$ cat src/rtl/truth_table_sweeper.sv
// -----------------------------------------------------------------------------
// truth_table_sweeper
//   Sequential stimulus/checker for a small combinational unit-under-test.
//   Sweeps every input vector 0..2^N_IN-1 onto o_stim. Each vector is held
//   for SETTLE cycles, then i_resp is compared against the expected table EXP.
//   The result is reported as pass/fail, a mismatch count and the lowest
//   failing vector.
//
//   Optional feature macro: TT_STOP_ON_FAIL_EN
//     defined   -> the first mismatching vector ends the sweep immediately
//     undefined -> all vectors are always swept (default)
//
// Parameters
//   N_IN    UUT input count (stim width)
//   N_OUT   UUT output count (resp width)
//   SETTLE  drive cycles per vector before sampling (1..15)
//   EXP     expected table, EXP[j*2^N_IN+v] = expected resp[j] for vector v
//
// Ports
//   i_clk              rising-edge clock
//   i_reset            synchronous active-high reset
//   i_start            sweep request, honoured in IDLE only
//   i_resp             UUT outputs
//   o_stim             UUT inputs, MSB is x
//   o_busy             high while driving/sampling vectors
//   o_done             one-cycle pulse when a sweep ends
//   o_pass             last sweep had no mismatches (held until next start)
//   o_err_count        mismatching vectors in current/last sweep
//   o_first_fail_vec   lowest mismatching vector, 0 if none
// -----------------------------------------------------------------------------
module truth_table_sweeper #(
    parameter int N_IN   = 2,
    parameter int N_OUT  = 2,
    parameter int SETTLE = 1,
    parameter logic [N_OUT*(2**N_IN)-1:0] EXP = 8'b0111_0010
) (
    input  logic              i_clk,
    input  logic              i_reset,
    input  logic              i_start,
    input  logic [N_OUT-1:0]  i_resp,
    output logic [N_IN-1:0]   o_stim,
    output logic              o_busy,
    output logic              o_done,
    output logic              o_pass,
    output logic [N_IN:0]     o_err_count,
    output logic [N_IN-1:0]   o_first_fail_vec
);

    localparam int             NV          = 2**N_IN;
    localparam int             VW          = N_IN + 1;
    localparam logic [N_IN:0]  VEC_ZERO    = VW'(0);
    localparam logic [N_IN:0]  VEC_ONE     = VW'(1);
    localparam logic [N_IN:0]  LAST_VEC    = VW'(NV - 1);
    localparam logic [N_IN:0]  MAX_ERR     = VW'(NV);
    localparam logic [3:0]     SETTLE_INIT = 4'(SETTLE);

    typedef enum logic [1:0] {
        S_IDLE   = 2'd0,
        S_DRIVE  = 2'd1,
        S_SAMPLE = 2'd2,
        S_FINISH = 2'd3
    } state_t;

    state_t             r_state;
    state_t             w_next_state;
    logic [N_IN:0]      r_vec;
    logic [3:0]         r_settle;
    logic [N_IN-1:0]    r_stim;
    logic               r_busy;
    logic               r_done;
    logic               r_pass;
    logic [N_IN:0]      r_err;
    logic [N_IN-1:0]    r_ffv;

    logic [N_IN:0]      w_vec_nx;
    logic [3:0]         w_settle_nx;
    logic               w_busy_nx;
    logic               w_done_nx;
    logic               w_pass_nx;
    logic [N_IN:0]      w_err_nx;
    logic [N_IN-1:0]    w_ffv_nx;
    logic [N_OUT-1:0]   w_exp_row;
    logic               w_mismatch;
    logic               w_last_vec;

    // Expected response for the current vector: one table row per output bit.
    for (genvar j = 0; j < N_OUT; j++) begin : g_exp_row
        localparam logic [NV-1:0] ROW = EXP[j*NV +: NV];
        assign w_exp_row[j] = ROW[r_vec[N_IN-1:0]];
    end

    // Case-inequality so that X/Z on the response is reported as a mismatch.
    assign w_mismatch = (i_resp !== w_exp_row);
    assign w_last_vec = (r_vec == LAST_VEC);

    // State register.
    always_ff @(posedge i_clk) begin
        if (i_reset) begin
            r_state <= S_IDLE;
        end else begin
            r_state <= w_next_state;
        end
    end

    // Next-state decode.
    always_comb begin
        w_next_state = r_state;
        case (r_state)
            S_IDLE: begin
                if (i_start) w_next_state = S_DRIVE;
                else         w_next_state = S_IDLE;
            end
            S_DRIVE: begin
                if (r_settle == 4'd1) w_next_state = S_SAMPLE;
                else                  w_next_state = S_DRIVE;
            end
            S_SAMPLE: begin
`ifdef TT_STOP_ON_FAIL_EN
                if (w_mismatch || w_last_vec) w_next_state = S_FINISH;
                else                          w_next_state = S_DRIVE;
`else
                if (w_last_vec) w_next_state = S_FINISH;
                else            w_next_state = S_DRIVE;
`endif
            end
            S_FINISH: w_next_state = S_IDLE;
            default:  w_next_state = S_IDLE;
        endcase
    end

    // Next values of the datapath and output registers.
    always_comb begin
        w_vec_nx    = r_vec;
        w_settle_nx = r_settle;
        w_err_nx    = r_err;
        w_ffv_nx    = r_ffv;
        w_pass_nx   = r_pass;
        case (r_state)
            S_IDLE: begin
                if (i_start) begin
                    w_vec_nx    = VEC_ZERO;
                    w_settle_nx = SETTLE_INIT;
                    w_err_nx    = VEC_ZERO;
                    w_ffv_nx    = {N_IN{1'b0}};
                    w_pass_nx   = 1'b0;
                end else begin
                    w_vec_nx    = r_vec;
                end
            end
            S_DRIVE: begin
                w_settle_nx = r_settle - 4'd1;
            end
            S_SAMPLE: begin
                if (w_mismatch) begin
                    // Only the first mismatch of a sweep records its vector.
                    if (r_err == VEC_ZERO) w_ffv_nx = r_vec[N_IN-1:0];
                    else                   w_ffv_nx = r_ffv;
                    if (r_err != MAX_ERR)  w_err_nx = r_err + VEC_ONE;
                    else                   w_err_nx = r_err;
                end else begin
                    w_err_nx = r_err;
                end
                if (w_next_state == S_DRIVE) begin
                    w_vec_nx    = r_vec + VEC_ONE;
                    w_settle_nx = SETTLE_INIT;
                end else begin
                    w_pass_nx   = (w_err_nx == VEC_ZERO);
                end
            end
            S_FINISH: begin
                w_vec_nx = r_vec;
            end
            default: begin
                w_vec_nx = r_vec;
            end
        endcase
        w_busy_nx = (w_next_state == S_DRIVE) || (w_next_state == S_SAMPLE);
        w_done_nx = (w_next_state == S_FINISH);
    end

    // Datapath and output registers; stim follows the vector counter.
    always_ff @(posedge i_clk) begin
        if (i_reset) begin
            r_vec    <= VEC_ZERO;
            r_settle <= 4'd0;
            r_stim   <= {N_IN{1'b0}};
            r_busy   <= 1'b0;
            r_done   <= 1'b0;
            r_pass   <= 1'b0;
            r_err    <= VEC_ZERO;
            r_ffv    <= {N_IN{1'b0}};
        end else begin
            r_vec    <= w_vec_nx;
            r_settle <= w_settle_nx;
            r_stim   <= w_vec_nx[N_IN-1:0];
            r_busy   <= w_busy_nx;
            r_done   <= w_done_nx;
            r_pass   <= w_pass_nx;
            r_err    <= w_err_nx;
            r_ffv    <= w_ffv_nx;
        end
    end

    assign o_stim           = r_stim;
    assign o_busy           = r_busy;
    assign o_done           = r_done;
    assign o_pass           = r_pass;
    assign o_err_count      = r_err;
    assign o_first_fail_vec = r_ffv;

endmodule

$ cat config.mk
export PLATFORM = sky130hd
export DESIGN_NAME = truth_table_sweeper
export DESIGN_NICKNAME = d
export VERILOG_FILES = /design/src/rtl/truth_table_sweeper.sv
export SDC_FILE = /design/constraint.sdc
export NUM_CORES = 1
export LEC_CHECK = 0
export ABC_AREA = 1
export CORE_ASPECT_RATIO = 0.75
export CORE_MARGIN = 2
export CORE_UTILIZATION = 31
export CTS_BUF_LIST = sky130_fd_sc_hd__clkbuf_2
export DETAILED_ROUTE_END_ITERATION = 16
export PLACE_DENSITY = 0.57
export SYNTH_ARGS = -nofsm -noshare
export SYNTH_HDL_FRONTEND = slang
export SYNTH_SLANG_ARGS = --single-unit
export TNS_END_PERCENT = 5
$ cat constraint.sdc
create_clock -name i_clk -period 2.4 [get_ports i_clk]
set_input_delay 0.72 -clock i_clk [delete_from_list [all_inputs] [get_ports i_clk]]
set_output_delay 0.72 -clock i_clk [all_outputs]
set_load 0.02 [all_outputs]
==> results.toml <==
[sta]
period_share_pct = 90.2
slew_headroom_pct = 78.9
maxSlewViolCount = 0
grt_setup_unrepaired = "no"
setup_tns_ns = 0
fmax_mhz = 462
finalWorstSetupSlack_ns = 0.235
whs_ns = 0.477
setup_violations = 0
fin_skew_ns = 0.00303
post-route-min-period_ns = 2.16
hold_viol_final = 0
tightest_slew_ns = 0.316

[hold_path]
hold_class = "register to register"

[place]
place_congestion = 0.774
place_worst_setup_slack_ns = -0.0360
dpl.hpwl_um = 1620
numPortBuffers = 14

[layout]
final_cell_mix = "nand2_1 (41), inv_1 (26), dfxtp_1 (17)"
layout-drive-gt1-share_pct = 10.7
syn2layout_area_growth_pct = 24.6
num-fill-cells = 322
nets = 184
fin_util_pct = 41.1
diodes = 0
final_common_cell = "nand2_1"

[floorplanning]
core_area_mm2 = 0.00298
fp.dieW_um = 69.0
num_rows = 17
initial_core_util_pct = 33.0
dieArea_mm2 = 0.00364
io_pins = 15
die_y_um = 52.7

[synth]
synth_fp_nets = 161
yosys.area.top_type = "dfxtp_1"
synthTopCellsByArea = "dfxtp_1 (35%), nand2_1 (16%), ha_1 (11%)"
syn_inst = 147
ys_seq_area_share_pct = 34.6
syn_area_per_cell_um2 = 6.68
yosysTopAreaCellShare_pct = 34.6
synth_seq_cells = 17
synth_warnings = 0
synth_area_um2 = 982
synth_cell_types = 20

[power]
power.density_mw_per_mm2 = 517
p_leak_uw = 0.000574
power_frac_clock_pct = 22.1
comb_power_share_pct = 28.4
p_seq_share_pct = 49.5
vdd_drop_max_mv = 0.240
switching_share_pct = 32.8
switchingPower_uw = 208
p_int_uw = 425

[route]
drc = 0
route.vias.total = 908
ant_nets = 0
vias_per_cell = 4.39
wl_um = 2100
first_iter_violations = 42
wl_per_cell_um = 10.2
drt_pass1_iterations = 6

[setup_path]
required_ns = 1.68
cp_slowest_cell = "clkdlybuf4s50_1"
start_kind = "register"
slowest_delay_ns = 0.65
worstPathMaxFanout = 7
cp_top_family = "buffers and inverters"
cp.arrival_ns = 1.44
crit_buf_inv = 1
path_class = "register to primary output"
end_kind = "primary output"
path_cells = "clkdlybuf4s50_1"

[grt]
overflow = 0
gr-usage-all-layers_pct = 13.9
grt_max_degree = 10
grt_pass1_vias = 817
grt_pass1_wl_um = 3590
antenna_found_initial = 0

[run_status]
status = "finished, final reports clean"

[clocking]
cts_hold_buf = 0
path_clk_slew_ns = 0.16
cts_root_buf = "clkbuf_2"
cts_tree = "built"
clock_latency_ns = 0.31
cts_buffer_depth = 2
cts_made_buffers = 3
cts_resized = 0
clock_sinks = 17
h-tree-depth = 1
cts_setup_buffers = 0

[job]
maxCapViolCount = 0
==> synth_stat cells <==
cell type,count
nand2_1,41
inv_1,26
dfxtp_1,17
nor2_1,15
nand3_1,11
a21oi_1,9
ha_1,9
o21ai_0,4
buf_4,2
nand2_2,2
o21ai_1,2
clkbuf_1,1
inv_2,1
nand4_1,1
nor2_2,1
nor3_1,1
nor3b_2,1
o21ai_2,1
or2_4,1
xor2_1,1
==> worst min-delay path, cell delays in order (launching register included) <==
cell     delay, ns
dfxtp_1       0.34
nand2_1       0.06
a21oi_1       0.05
==> layout make-up <==
class | count | area (µm²) | area share [%]
inverters | 27 | 101 | 8.28
repair buffers | 21 | 193 | 15.7
well taps | 38 | 47.5 | 3.89
clock buffers | 4 | 20.0 | 1.64
multi-input cells | 100 | 522 | 42.6
flip-flops and latches | 17 | 340 | 27.8
==> power groups by stage <==
stage               Sequential [µW]  Combinational [µW]  Clock, µW
finish                          313                 180        140
global route                    316                 205        161
CTS                             314                 180        149
detailed placement              320                 178          0
global placement                319                 175          0
floorplan                       326                 104          0
==> kinds of logic after synthesis <==
family / synth area share (%)
and+or+nand+nor: 32.2
buffers and inverters: 12.2
AOI/OAI and AO/OA: 8.53
xor gates and xnor gates: 0.892
adders and majority gates: 11.5
DFF: 34.7
==> metal layers <==
layer	routed length [µm]	track usage, %
met4	24	6.54
met2	941	20.7
met5	0	0
met1	1050	17.4
met3	93	5.59
==> worst paths after layout <==
kind / cells past startpoint / end / start / slack [ns]
setup / recovery: 1 / o_err_count[2] / o_err_count[2] / 0.24
hold / removal: 2 / r_settle[1] / r_settle[1] / 0.48
setup reg to reg: 11 / r_settle[2] / r_vec[0] / 0.45
hold reg to reg: 2 / r_settle[1] / r_settle[1] / 0.48
==> per-stage QoR <==
step	std cells	power [µW]	cell area, µm²
after detailed placement	203	498	1200
after global routing	207	682	1220
after CTS	207	643	1220
after global placement	203	494	1200
after floorplan	147	431	982
final	207	633	1220
==> flip-flops by register name, indices dropped and copies added (netlist names) <==
register / flops
o_busy: 1
o_pass: 1
o_first_fail_vec: 2
r_settle: 4
o_done: 1
r_state: 2
r_vec: 3
o_err_count: 3
(Power assumes the default switching activity.)
